--- src/rtl/nios2_cpu_oci_trace_monitor.sv ---
`default_nettype none
// ============================================================================
// Module   : nios2_cpu_oci_trace_monitor
// Purpose  : Unpacks Nios II OCI debug-capture-trace (DCT) frames one slot
//            per cycle into a DEPTH-entry FIFO with a registered output and
//            drains it over a valid/ready stream. Counts dropped slots,
//            flags malformed slot counts, and runs the test-ending flush or
//            the abort sequence.
// Options  : NIOS2_OCI_TRACE_TSTAMP_EN - when defined, every slot carries the
//            16-bit cycle count captured at frame accept in
//            trc_data_o[SLOT_W+15:SLOT_W].
// Revision : 1.0 - initial release
// ============================================================================
module nios2_cpu_oci_trace_monitor #(
   parameter int SLOT_W       = 10,
   parameter int SLOTS        = 3,
   parameter int COUNT_W      = 4,
   parameter int DEPTH        = 16,
   parameter int DROP_ON_FULL = 0,
   parameter int DROP_CNT_W   = 8,
`ifdef NIOS2_OCI_TRACE_TSTAMP_EN
   localparam int TRC_W       = SLOT_W + 16,
`else
   localparam int TRC_W       = SLOT_W,
`endif
   localparam int LVL_W       = $clog2(DEPTH) + 1
) (
   input  logic                    clk_i,
   input  logic                    reset_i,
   input  logic [SLOTS*SLOT_W-1:0] dct_buffer_i,
   input  logic [COUNT_W-1:0]      dct_count_i,
   input  logic                    dct_valid_i,
   output logic                    dct_ready_o,
   input  logic                    test_ending_i,
   input  logic                    test_has_ended_i,
   output logic [TRC_W-1:0]        trc_data_o,
   output logic                    trc_valid_o,
   input  logic                    trc_ready_i,
   output logic [DROP_CNT_W-1:0]   drop_count_o,
   output logic                    count_err_o,
   output logic [LVL_W-1:0]        fifo_level_o,
   output logic                    test_done_o
);

   localparam int                 PTR_W    = $clog2(DEPTH);
   localparam int                 REM_W    = $clog2(SLOTS + 1);
   localparam int                 BUF_W    = SLOTS * SLOT_W;
   localparam logic [LVL_W-1:0]   LVL_FULL = LVL_W'(DEPTH);
   localparam logic [REM_W-1:0]   REM_MAX  = REM_W'(SLOTS);
   localparam logic [COUNT_W-1:0] CNT_MAX  = COUNT_W'(SLOTS);

   typedef enum logic [1:0] {
      ST_IDLE   = 2'd0,
      ST_UNPACK = 2'd1,
      ST_FLUSH  = 2'd2,
      ST_DONE   = 2'd3
   } state_t;

   // Control state
   state_t                  state_q, state_d;
   logic [BUF_W-1:0]        frame_q, frame_d;
   logic [REM_W-1:0]        rem_q, rem_d;
   logic [REM_W-1:0]        idx_q, idx_d;
   logic                    ending_q, ending_d;
   logic                    count_err_q, count_err_d;
   logic [DROP_CNT_W-1:0]   drop_q, drop_d;

   // FIFO storage and output stage
   logic [TRC_W-1:0]        mem_q [DEPTH];
   logic [PTR_W-1:0]        wr_ptr_q, rd_ptr_q;
   logic [LVL_W-1:0]        level_q, level_d;
   logic                    trc_valid_q;
   logic [TRC_W-1:0]        trc_data_q;

   // Combinational helpers
   logic                    ending_req;
   logic                    accept;
   logic                    full;
   logic                    wr_en;
   logic                    drop_slot;
   logic                    advance;
   logic                    rd_en;
   logic [BUF_W-1:0]        frame_shifted;
   logic [SLOT_W-1:0]       cur_slot;
   logic [TRC_W-1:0]        wr_word;
   logic [REM_W-1:0]        clamp_cnt;
   logic [PTR_W-1:0]        rd_next;
   logic [PTR_W-1:0]        head_sel;

   // A test_ending pulse is remembered so a short request is never lost
   assign ending_req  = test_ending_i | ending_q;

   // Frames are only taken in IDLE, never while ending/aborting or in reset
   assign dct_ready_o = !reset_i && (state_q == ST_IDLE) && !ending_req
                        && !test_has_ended_i;
   assign accept      = dct_ready_o && dct_valid_i;

   // Full is sampled before any same-cycle read
   assign full        = (level_q == LVL_FULL);
   assign wr_en       = (state_q == ST_UNPACK) && !test_has_ended_i && !full;
   assign drop_slot   = (DROP_ON_FULL != 0) && (state_q == ST_UNPACK)
                        && !test_has_ended_i && full;
   assign advance     = wr_en | drop_slot;
   assign rd_en       = trc_valid_q && trc_ready_i;

   assign frame_shifted = frame_q >> (int'(idx_q) * SLOT_W);
   assign cur_slot      = frame_shifted[SLOT_W-1:0];
   assign clamp_cnt     = (dct_count_i > CNT_MAX) ? REM_MAX : REM_W'(dct_count_i);

   assign rd_next  = rd_ptr_q + PTR_W'(1);
   assign head_sel = rd_en ? rd_next : rd_ptr_q;

`ifdef NIOS2_OCI_TRACE_TSTAMP_EN
   logic [15:0] cyc_q;
   logic [15:0] ts_q;

   // Free-running cycle counter, captured as the frame timestamp on accept
   always_ff @(posedge clk_i) begin
      if (reset_i) begin
         cyc_q <= '0;
         ts_q  <= '0;
      end else begin
         cyc_q <= cyc_q + 16'd1;
         if (accept) begin
            ts_q <= cyc_q;
         end
      end
   end

   assign wr_word = {ts_q, cur_slot};
`else
   assign wr_word = cur_slot;
`endif

   // FSM state register
   always_ff @(posedge clk_i) begin
      if (reset_i) begin
         state_q <= ST_IDLE;
      end else begin
         state_q <= state_d;
      end
   end

   // Next-state logic plus frame, counter and sticky-flag updates
   always_comb begin
      state_d     = state_q;
      frame_d     = frame_q;
      rem_d       = rem_q;
      idx_d       = idx_q;
      ending_d    = ending_req;
      count_err_d = count_err_q;
      drop_d      = drop_q;

      if (test_has_ended_i) begin
         // Abort wins over everything, including a frame in progress
         state_d = ST_DONE;
         rem_d   = '0;
         idx_d   = '0;
      end else begin
         case (state_q)
            ST_IDLE: begin
               if (ending_req) begin
                  state_d = ST_FLUSH;
               end else if (accept) begin
                  frame_d = dct_buffer_i;
                  rem_d   = clamp_cnt;
                  idx_d   = '0;
                  if (dct_count_i > CNT_MAX) begin
                     count_err_d = 1'b1;
                  end
                  // An empty frame is consumed without leaving IDLE
                  if (clamp_cnt != '0) begin
                     state_d = ST_UNPACK;
                  end
               end
            end
            ST_UNPACK: begin
               if (advance) begin
                  idx_d = idx_q + REM_W'(1);
                  rem_d = rem_q - REM_W'(1);
                  if (drop_slot && !(&drop_q)) begin
                     drop_d = drop_q + DROP_CNT_W'(1);
                  end
                  if (rem_q == REM_W'(1)) begin
                     state_d = ending_req ? ST_FLUSH : ST_IDLE;
                  end
               end
            end
            ST_FLUSH: begin
               if ((level_q == '0) && !trc_valid_q) begin
                  state_d = ST_DONE;
               end
            end
            ST_DONE: begin
               state_d = ST_DONE;
            end
            default: begin
               state_d = ST_IDLE;
            end
         endcase
      end
   end

   // Frame holding registers, ending latch and status counters
   always_ff @(posedge clk_i) begin
      if (reset_i) begin
         frame_q     <= '0;
         rem_q       <= '0;
         idx_q       <= '0;
         ending_q    <= 1'b0;
         count_err_q <= 1'b0;
         drop_q      <= '0;
      end else begin
         frame_q     <= frame_d;
         rem_q       <= rem_d;
         idx_q       <= idx_d;
         ending_q    <= ending_d;
         count_err_q <= count_err_d;
         drop_q      <= drop_d;
      end
   end

   // Occupancy counts everything written and not yet handed to the consumer
   always_comb begin
      level_d = level_q + LVL_W'(wr_en) - LVL_W'(rd_en);
   end

   // FIFO storage array; contents need no reset because level gates reads
   always_ff @(posedge clk_i) begin
      if (wr_en) begin
         mem_q[wr_ptr_q] <= wr_word;
      end
   end

   // FIFO pointers and the registered head; an entry becomes visible one
   // cycle after it is written, and the head holds while the consumer stalls
   always_ff @(posedge clk_i) begin
      if (reset_i) begin
         wr_ptr_q    <= '0;
         rd_ptr_q    <= '0;
         level_q     <= '0;
         trc_valid_q <= 1'b0;
         trc_data_q  <= '0;
      end else if (test_has_ended_i) begin
         wr_ptr_q    <= '0;
         rd_ptr_q    <= '0;
         level_q     <= '0;
         trc_valid_q <= 1'b0;
      end else begin
         if (wr_en) begin
            wr_ptr_q <= wr_ptr_q + PTR_W'(1);
         end
         if (rd_en) begin
            rd_ptr_q <= rd_next;
         end
         level_q <= level_d;
         if ((level_q - LVL_W'(rd_en)) != '0) begin
            trc_valid_q <= 1'b1;
            trc_data_q  <= mem_q[head_sel];
         end else begin
            trc_valid_q <= 1'b0;
         end
      end
   end

   assign trc_data_o   = trc_data_q;
   assign trc_valid_o  = trc_valid_q;
   assign drop_count_o = drop_q;
   assign count_err_o  = count_err_q;
   assign fifo_level_o = level_q;
   assign test_done_o  = (state_q == ST_DONE);

endmodule
`default_nettype wire

--- config.mk ---
export PLATFORM = sky130hd
export DESIGN_NAME = nios2_cpu_oci_trace_monitor
export DESIGN_NICKNAME = d
export VERILOG_FILES = /design/src/rtl/nios2_cpu_oci_trace_monitor.sv
export SDC_FILE = /design/constraint.sdc
export NUM_CORES = 1
export LEC_CHECK = 0
export BUFFER_PORTS_ARGS = -buffer_cell sky130_fd_sc_hd__buf_2
export CAP_MARGIN = 10
export CELL_PAD_IN_SITES_DETAIL_PLACEMENT = 1
export CELL_PAD_IN_SITES_GLOBAL_PLACEMENT = 1
export CORE_ASPECT_RATIO = 1.4
export CORE_MARGIN = 2
export CORE_UTILIZATION = 45
export DETAILED_ROUTE_END_ITERATION = 6
export PLACE_DENSITY_LB_ADDON = 0.1
export SLEW_MARGIN = 20
export SYNTH_ARGS = -nofsm -noshare
export SYNTH_HDL_FRONTEND = slang
export SYNTH_SLANG_ARGS = --single-unit
--- constraint.sdc ---
create_clock -name clk_i -period 4 [get_ports clk_i]
set_clock_uncertainty 0.05 [all_clocks]
set_input_delay 0.4 -clock clk_i [delete_from_list [all_inputs] [get_ports clk_i]]
set_output_delay 0.4 -clock clk_i [all_outputs]
set_load 0.005 [all_outputs]
=== Yosys cells after proc, flatten, opt, wreduce, memory -nomap -nowiden ===
Memories as Yosys holds them, arrays and structs flattened. A register that Yosys moved wholly into a read port is not among the register bits.
Index checks and enable logic that the tools add are counted.

* Shifts and indexed selects: 1
* Multiply operators: 1
* Muxes and demuxes: 22
* $add $sub $neg: 7
* Reductions and logical operators: 24
* Equality and inequality tests: 13
* Magnitude comparators: 1
* Bitwise operators: 3

{| class="wikitable"
|+ Operator list
! cell !! count
|-
| $mux W2 || 15
|-
| $shr A30 B6 Y10 || 1
|-
| $reduce_and A5 Y1 || 2
|-
| $sub A5 B1 Y5 || 2
|-
| $add A4 B1 Y4 const B || 2
|-
| $logic_and A1 B1 Y1 || 8
|-
| $pmux W2 S2 || 2
|-
| $pmux W2 S4 || 1
|-
| $reduce_and A4 Y1 || 2
|-
| $ne A2 B2 Y1 const B || 3
|-
| $ne A3 B3 Y1 const B || 2
|-
| $add A5 B1 Y5 || 1
|-
| $eq A5 B5 Y1 const B || 1
|-
| $logic_not A1 Y1 || 5
|-
| $logic_not A5 Y1 || 1
|-
| $mul A2 B3 Y5 const B || 1
|-
| $reduce_bool A5 Y1 || 1
|-
| $eq A2 B1 Y1 const B || 2
|-
| $eq A2 B2 Y1 const B || 2
|-
| $gt A4 B2 Y1 const B || 1
|-
| $mux W4 || 1
|-
| $ne A4 B3 Y1 const B || 1
|-
| $ne A4 B4 Y1 const B || 1
|-
| $reduce_bool A2 Y1 || 2
|-
| 9 further kinds || 12
|}

* Output and inout port bits: 27
* Word-level logic and storage cells: 83
* Bits in writable memories: 160
* Flip-flop bits (word level): 52
* Memories kept: 1
* Input bits: 40

{| class="wikitable"
|+ Memories
! name !! depth !! bits a word !! read ports !! clocked after Yosys merged registers in !! write ports !! line !! RTL
|-
| mem_q || 16 || 10 || 1 || 1 || 1 || 69 || <nowiki>logic [TRC_W-1:0] mem_q [DEPTH];</nowiki>
|}

=== Depth between registers and ports, before layout ===
Gate-level depths: netlist (run 1).

* Word-level depth: 9
* Gate-level depth with buffers: 15
* Gate-level depth less buffers: 14

=== Worst setup path before layout (run 1) ===
OpenSTA, ideal clock, no wires.

* Path type: reg-to-reg
* Start: register level_q[3], in the netlist fifo_level_o[3]
* End: register level_q[4], in the netlist fifo_level_o[4]
* Setup slack: 1147 ps
* Data required time: 3828 ps
* Data arrival time: 2680 ps
* Cell stages (with the launch flop): 16
* Library setup time: 122 ps
* Period minus slack after synthesis: 2853 ps
* Path buffers: 1
* Cell sequence: dfxtp_1 inv_1 ha_1 nor4bb_1 nor3_1 buf_2 inv_1 ha_1 inv_1 ha_1 fa_1 a21oi_1 nor2_1 nor2_1 xnor2_1 nor2_1

* Longest elaborated chain between the ends: 5

{| class="wikitable"
|+ Ends and longest elaborated chain
! element !! line !! RTL
|-
| start, declared || 71 || <nowiki>logic [LVL_W-1:0] level_q, level_d;</nowiki>
|-
| start signal, assigned || 256 || <nowiki>level_q <= level_d;</nowiki>
|-
| $eq A5 B5 Y1 || 99 || <nowiki>assign full = (level_q == LVL_FULL);</nowiki>
|-
| $logic_not A1 Y1 || 100 || <nowiki>assign wr_en = (state_q == ST_UNPACK) && !test_has_ended_i && !full;</nowiki>
|-
| $logic_and A1 B1 Y1 || 100 ||
|-
| $add A5 B1 Y5 * || 225 || <nowiki>level_d = level_q + LVL_W'(wr_en) - LVL_W'(rd_en);</nowiki>
|-
| $sub A5 B1 Y5 * || 225 ||
|}

Mark *: on every way between the ends. The rest lies on a longest branch, timed or not.
A chain may end at the register's enable or synchronous reset.

=== Final worst setup path (run 1) ===
Same ends and word-level chain as after synthesis.

==> impl_metrics.env, run 1 <==
export IMPL_run_status="finished clean"
export IMPL_synth_cells=800
export IMPL_postSynth_topFlopCell="sky130_fd_sc_hd__edfxtp_1"
export IMPL_drt_drc_violations_left=0
export IMPL_avgRoutedWirePerCell_um=21.44
export IMPL_asyncSetResetFlopFracSynth_pct=0
export IMPL_tightestPinTransition_ns=0.9739
export IMPL_place_congestion=0.8366
export IMPL_number_of_global_route_vias_before_repair=7051
export IMPL_clkSinkCount=222
export IMPL_final_standard_cell_count_with_taps_included_and_fillers_excluded=1139
export IMPL_detailroute_via_count=6485
export IMPL_holdCritPathClass="in2reg"
export IMPL_route_final_wire_length_mm=24.42
export IMPL_post_cts_resized=0
export IMPL_synth_seq_cells=222
export IMPL_rsz0062_at_grt="false"
export IMPL_placement_io_buffers=58
export IMPL_cts_tree="yes"
export IMPL_track_usage_pct=21.78
export IMPL_power_per_cell_area_mw_per_mm2=464.9
export IMPL_initial_core_util_pct=45.80
export IMPL_ir_drop_mv=0.3381
export IMPL_reg2regPathDepth=14
export IMPL_clkSlewWorstSetupHoldPaths_ns=0.07
export IMPL_fp_coreArea_mm2=0.02120
export IMPL_sequential_element_share_of_the_synthesized_area_pct=62.25
export IMPL_endpoint_kind="flop"
export IMPL_design_power_total_mw=5.153
export IMPL_synth_lib_cells_used_distinct=55
export IMPL_overflow=0
export IMPL_synth_area_leaders="sky130_fd_sc_hd__edfxtp_1 49%, sky130_fd_sc_hd__dfxtp_1 13%, sky130_fd_sc_hd__mux2i_1 6.5%"
export IMPL_number_of_antenna_violations_at_the_first_check_in_global_routing=0
export IMPL_maxClockFrequency_mhz=342.1
export IMPL_maxSlewViolCount=0
export IMPL_p_leak_nw=3.812
export IMPL_number_of_enable_type_register_cells_in_the_synthesized_netlist=160
export IMPL_grt_max_degree=64
export IMPL_die_area_mm2=0.02279
export IMPL_worst_skew_pair_late_latency_ns=0.51
export IMPL_dieHeight_um=177.8
export IMPL_postRouteAntennaNets=0
export IMPL_dieWidth_um=128.2
export IMPL_cts_root_buf="sky130_fd_sc_hd__clkbuf_16"
export IMPL_cp_data_arrival_time_ns=3.27
export IMPL_path_class="reg2reg"
export IMPL_synth_cell_area_mm2=0.009712
export IMPL_detailed_place_hpwl_mm=16.87
export IMPL_synth_top_cells_by_count="160 x sky130_fd_sc_hd__edfxtp_1, 103 x sky130_fd_sc_hd__nand2_1, 63 x sky130_fd_sc_hd__mux2i_1"
export IMPL_post_route_cells_drive_above_1_share_pct=16.04
export IMPL_final_min_clock_period_ns=2.923
export IMPL_floorplan_io_pins=67
export IMPL_flow_area_growth_from_synthesis_pct=14.13
export IMPL_setup_worst_path_start_class="flop"
export IMPL_layout_nets=918
export IMPL_worst_path_max_fanout=5
export IMPL_synth_top_area_cell="sky130_fd_sc_hd__edfxtp_1"
export IMPL_required_ns=4.34
export IMPL_antenna_cells=0
export IMPL_detail_route_first_pass_iterations=4
export IMPL_number_of_hold_buffers_added_after_cts=0
export IMPL_cts_buffers=23
export IMPL_synth_most_common_cell="sky130_fd_sc_hd__edfxtp_1"
export IMPL_post_synth_cell_area_avg_um2=12.14
export IMPL_grt_pass1_wl_mm=38.27
export IMPL_drtIter0Drc=376
export IMPL_placed_cells_incl_taps=1097
export IMPL_yosysTopAreaCellShare_pct=49.47
export IMPL_setup_viol=0
export IMPL_viasPerCell=5.694
export IMPL_slew_limit_headroom_pct=34.84
export IMPL_cts_post_setup_buffers_inserted=0
export IMPL_num_rows=63
export IMPL_finalSetupTns_ns=0
export IMPL_finish_utilization_pct=52.27
export IMPL_finalHoldViolCount=0
export IMPL_max_cap_viol_count=0
export IMPL_timing_final_crit_share_pct=73.09
export IMPL_number_of_fill_cells_in_the_layout=2230
export IMPL_cts_htree_levels=1
export IMPL_timing_hold_worst_path_depth=3
export IMPL_yosysWarnings=0
export IMPL_cts_root_to_sink_buffers=3
[kinds of logic (layout without fill, tap and decap cells)]
group | count (synthesis) | count (layout) | synth area share (%)
and+or+nand+nor | 256 | 256 | 12.37
DFF | 222 | 222 | 62.25
xor gates and xnor gates | 14 | 14 | 1.456
muxes | 69 | 69 | 8.000
buffers and inverters | 72 | 144 | 3.736
adders and majority gates | 16 | 16 | 2.139
AOI/OAI and AO/OA | 150 | 150 | 10.01
other | 1 | 8 | 0.03861
[power breakdown]
group | total [mW] | switching (mW) | internal [mW]
sequential | 2.53 | 0.0412 | 2.49
combinational | 0.428 | 0.252 | 0.176
clock | 2.19 | 0.881 | 1.31
[routing by layer]
metal  GRT usage [%]  routed length [um]  part of all wire (%)
met5               0                   0                     0
met3           2.532                 828                   3.4
met4           7.647                 675                   2.8
met2           40.84               13190                    54
met1           25.52                9726                    40
[path summary, 6_finish.rpt]
kind / start / end / slack [ns]
hold reg to reg: count_err_o$_SDFFE_PP0P_ / count_err_o$_SDFFE_PP0P_ / 0.41
setup / recovery: fifo_level_o[3]$_SDFF_PP0_ / fifo_level_o[4]$_SDFF_PP0_ / 1.08
hold / removal: dct_buffer_i[29] / frame_q[29]$_SDFFE_PP0P_ / 0.03
setup reg to reg: fifo_level_o[3]$_SDFF_PP0_ / fifo_level_o[4]$_SDFF_PP0_ / 1.08
[layout by cell type, fill, tap and decap left out, types with 2 or more instances in the layout]
cell                        count
sky130_fd_sc_hd__nand4_1        8
sky130_fd_sc_hd__o21ai_0       53
sky130_fd_sc_hd__xnor2_4        2
sky130_fd_sc_hd__nor2_1        47
sky130_fd_sc_hd__conb_1         8
sky130_fd_sc_hd__nand2_1      103
sky130_fd_sc_hd__nand3_1       28
sky130_fd_sc_hd__edfxtp_1     160
sky130_fd_sc_hd__and2_1         4
sky130_fd_sc_hd__nor2_2         2
sky130_fd_sc_hd__a32oi_1       11
sky130_fd_sc_hd__buf_2         58
sky130_fd_sc_hd__clkbuf_1       5
sky130_fd_sc_hd__a31oi_1        6
sky130_fd_sc_hd__clkbuf_16     23
sky130_fd_sc_hd__mux4_2         3
sky130_fd_sc_hd__a211oi_1       2
sky130_fd_sc_hd__a211o_1        4
sky130_fd_sc_hd__inv_1         15
sky130_fd_sc_hd__o22ai_1       26
sky130_fd_sc_hd__a21oi_1       17
sky130_fd_sc_hd__xor2_1         6
sky130_fd_sc_hd__dfxtp_1       61
sky130_fd_sc_hd__o221ai_1       9
sky130_fd_sc_hd__ha_1          15
sky130_fd_sc_hd__o22ai_2        3
sky130_fd_sc_hd__a311oi_1      10
sky130_fd_sc_hd__nor3_1         9
sky130_fd_sc_hd__bufinv_16      3
sky130_fd_sc_hd__buf_4         27
sky130_fd_sc_hd__clkbuf_8       3
sky130_fd_sc_hd__nand2b_1      36
sky130_fd_sc_hd__or3_1          8
sky130_fd_sc_hd__mux4_1         3
sky130_fd_sc_hd__clkinv_2       4
sky130_fd_sc_hd__nor2b_1        4
sky130_fd_sc_hd__mux2i_1       63
sky130_fd_sc_hd__xnor2_1        6
[sequential cells by signal, indices dropped and copies added (netlist names)]
register,flops
trc_data_o,10
fifo_level_o,5
trc_valid_o,1
state_q,2
ending_q,1
rd_ptr_q,4
count_err_o,1
idx_q,2
frame_q,30
wr_ptr_q,4
rem_q,2
mem_q,160
[critical path, stage by stage (launching register included)]
cell and delay (ns):
sky130_fd_sc_hd__dfxtp_1 0.43, sky130_fd_sc_hd__inv_1 0.12, sky130_fd_sc_hd__ha_1 0.23, sky130_fd_sc_hd__nor4bb_1 0.14, sky130_fd_sc_hd__nor3_1 0.24, sky130_fd_sc_hd__inv_1 0.08, sky130_fd_sc_hd__ha_1 0.28, sky130_fd_sc_hd__inv_1 0.04
sky130_fd_sc_hd__ha_1 0.20, sky130_fd_sc_hd__fa_1 0.41, sky130_fd_sc_hd__a21oi_1 0.20, sky130_fd_sc_hd__nor2_1 0.07, sky130_fd_sc_hd__nor2_1 0.12, sky130_fd_sc_hd__xnor2_1 0.14, sky130_fd_sc_hd__nor2_1 0.05
[stage by stage]
step | setup WS, ns | area, um^2 | hold WS [ns]
2_1_floorplan | 1.147 | 9738 | 0.3921
3_3_place_gp | 1.229 | 10300 | 0.3799
3_5_place_dp | 1.129 | 10300 | 0.4040
4_1_cts | 1.073 | 11070 | 0.01961
5_1_grt | 0.9501 | 11080 | 0.04615
6_report | 1.077 | 11080 | 0.03214
[cell type report]
cell class,instances,area [um^2],share of cell area (%)
tap,260,325.3,2.935
timing repair buffer,86,513.0,4.628
inverter,16,62.56,0.5644
clock buffer,31,635.6,5.734
sequential,222,6047,54.55
clock inverter,11,138.9,1.253
multi-input combinational,513,3362,30.33
Power figures use the tool's default switching activity.
==> run 2, diff against run 1 <==
==> constraint.sdc (replaced) <==
create_clock -name clk_i -period 2.8 [get_ports clk_i]
set_clock_uncertainty 0.05 [all_clocks]
set_input_delay 0.28 -clock clk_i [delete_from_list [all_inputs] [get_ports clk_i]]
set_output_delay 0.28 -clock clk_i [all_outputs]
set_load 0.005 [all_outputs]
==> run 2 against run 1 <==
Net effect: die area stayed put; critical path type unchanged; non-clock buffer count is 56 higher; setup slack worse by 0.99 ns; first-iteration DRC count fell by 16%; core utilization increased by 1.8 points; global-route usage is 0.56 points higher; total power grew 37%.
==> impl_metrics.env, run 2 (synthesized netlist as in run 1, its figures left out) <==
export IMPL_run_status="finished clean"
export IMPL_number_of_antenna_violations_at_the_first_check_in_global_routing=0
export IMPL_power_per_cell_area_mw_per_mm2=616.2
export IMPL_reg2regPathDepth=14
export IMPL_post_route_cell_area_mm2=0.01146
export IMPL_path_class="reg2reg"
export IMPL_largest_register_ffs=160
export IMPL_drtIter0Drc=316
export IMPL_min_delay_start="dct_count_i[2]"
export IMPL_flow_area_growth_from_synthesis_pct=18.04
export IMPL_viasPerCell=5.628
export IMPL_cts_root_buf="sky130_fd_sc_hd__clkbuf_16"
export IMPL_drt_drc_violations_left=0
export IMPL_most_common_cell_after_layout_fill_and_taps_aside="sky130_fd_sc_hd__edfxtp_1"
export IMPL_critical_path_startpoint="fifo_level_o[2]$_SDFF_PP0_"
export IMPL_dieWidth_um=128.2
export IMPL_final_cell_mix="160 x sky130_fd_sc_hd__edfxtp_1, 103 x sky130_fd_sc_hd__nand2_1, 63 x sky130_fd_sc_hd__mux2i_1, 61 x sky130_fd_sc_hd__dfxtp_1, 58 x sky130_fd_sc_hd__buf_2"
export IMPL_fp_coreArea_mm2=0.02120
export IMPL_cts_buffers=23
export IMPL_final_standard_cell_count_with_taps_included_and_fillers_excluded=1194
export IMPL_holdCritPathClass="in2reg"
export IMPL_cts_root_to_sink_buffers=3
export IMPL_worst_skew_pair_late_latency_ns=0.51
export IMPL_setup_viol=0
export IMPL_grt_max_degree=47
export IMPL_placement_io_buffers=58
export IMPL_tightestPinTransition_ns=0.9642
export IMPL_place_congestion=0.8493
export IMPL_worst_path_max_fanout=4
export IMPL_detailed_place_hpwl_mm=17.49
export IMPL_required_ns=3.14
export IMPL_antenna_cells=0
export IMPL_track_usage_pct=22.34
export IMPL_critical_path_reg2reg_startpoint="fifo_level_o[2]$_SDFF_PP0_"
export IMPL_number_of_fill_cells_in_the_layout=2215
export IMPL_cts_tree="yes"
export IMPL_max_cap_viol_count=0
export IMPL_num_rows=63
export IMPL_grt_pass1_wl_mm=39.13
export IMPL_ir_drop_mv=0.4766
export IMPL_post_route_cells_drive_above_1_share_pct=17.67
export IMPL_floorplan_io_pins=67
export IMPL_final_min_clock_period_ns=2.711
export IMPL_postRouteAntennaNets=0
export IMPL_die_area_mm2=0.02279
export IMPL_finish_utilization_pct=54.06
export IMPL_layout_nets=974
export IMPL_timing_hold_worst_path_depth=3
export IMPL_slew_limit_headroom_pct=35.72
export IMPL_finalHoldViolCount=0
export IMPL_placed_cell_area_mm2=0.01046
export IMPL_detailroute_via_count=6720
export IMPL_endpoint_kind="flop"
export IMPL_placed_cells_incl_taps=1121
export IMPL_path_common_cell="sky130_fd_sc_hd__nor2_1"
export IMPL_regMostFlops="mem_q"
export IMPL_number_of_global_route_vias_before_repair=7209
export IMPL_maxSlewViolCount=0
export IMPL_r2r_setup_slack_ns=0.09
export IMPL_maxClockFrequency_mhz=368.8
export IMPL_worstPathCellList="inv_2, ha_2, nor4bb_1, nor3_1, inv_1, ha_1, inv_1, ha_2, fa_2, a21oi_2, nor2_1, nor2_1, xnor2_1, nor2_1"
export IMPL_dieHeight_um=177.8
export IMPL_clkSlewWorstSetupHoldPaths_ns=0.06
export IMPL_clkSinkCount=222
export IMPL_route_final_wire_length_mm=25.10
export IMPL_cts_htree_levels=1
export IMPL_timing_final_crit_share_pct=96.83
export IMPL_p_leak_nw=4.006
export IMPL_setup_worst_path_start_class="flop"
export IMPL_cp_data_arrival_time_ns=3.05
export IMPL_avgRoutedWirePerCell_um=21.02
export IMPL_design_power_total_mw=7.064
export IMPL_overflow=0
export IMPL_detail_route_first_pass_iterations=4
export IMPL_initial_core_util_pct=45.80
export IMPL_max_stage_delay_ns=0.39
export IMPL_critical_path_slowest_cell="sky130_fd_sc_hd__fa_2"
run 2: changes by cell type in the layout (fill, tap and decap cells not counted), sizes merged:
cell,previous run,this run
clkinv,6,9
inv,17,16
clkbuf,31,32
bufinv,3,0
dlygate4sd3,0,31
clkinvlp,1,0
buf,86,111
run 2: layout make-up:
class,instances,area (um^2),area share [%]
sequential,222,6047,52.75
clock inverter,9,45.04,0.3929
multi-input combinational,513,3356,29.27
clock buffer,32,629.4,5.490
inverter,16,62.56,0.5457
tap,260,325.3,2.838
timing repair buffer,142,998.5,8.710
run 2: critical path, delay by kind of cell (launching register included):
family                     cells  cell delay (ns)
AOI/OAI and AO/OA              1             0.16
xor gates and xnor gates       1             0.14
adders and majority gates      4             1.05
buffers and inverters          3             0.19
DFF                            1             0.34
and+or+nand+nor                5             0.67
run 2: where the power goes:
part / internal [mW] / switching, mW / leakage (nW) / total (mW)
Sequential: 3.56 / 0.0520 / 1.95 / 3.61
Clock: 1.57 / 1.22 / 0.334 / 2.78
Combinational: 0.293 / 0.377 / 1.72 / 0.670
run 2: final timing paths:
| path | to |
|---|---|
| max | fifo_level_o[4]$_SDFF_PP0_ |
| min | count_err_o$_SDFFE_PP0P_ |
| max reg2reg | fifo_level_o[4]$_SDFF_PP0_ |
| min reg2reg | count_err_o$_SDFFE_PP0P_ |
run 2: metrics by stage:
step	TNS (ns)	hold WS, ns	setup slack (ns)
floorplan	0	0.3386	0.01284
global placement	0	0.3788	0.1883
detailed placement	0	0.3921	0.05442
CTS	0	0.05387	0.03213
global route	-0.05427	0.09447	-0.05427
finish	0	0.07039	0.08884
run 2: metal layers:
| layer | part of all wire (%) | global-route usage [%] |
|---|---|---|
| met1 | 39 | 25.62 |
| met2 | 54 | 42.18 |
| met3 | 3.0 | 2.502 |
| met4 | 3.5 | 8.654 |
| met5 | 0 | 0 |
run 2: repair_timing:
| item | in CTS | in global routing |
|---|---|---|
| buffers inserted | 0 | 1 |
| setup endpoints to repair | 0 | 1 |
| gates resized for setup | 0 | 5 |
| hold endpoints to repair | 31 | 0 |
| hold buffers | 31 | 0 |
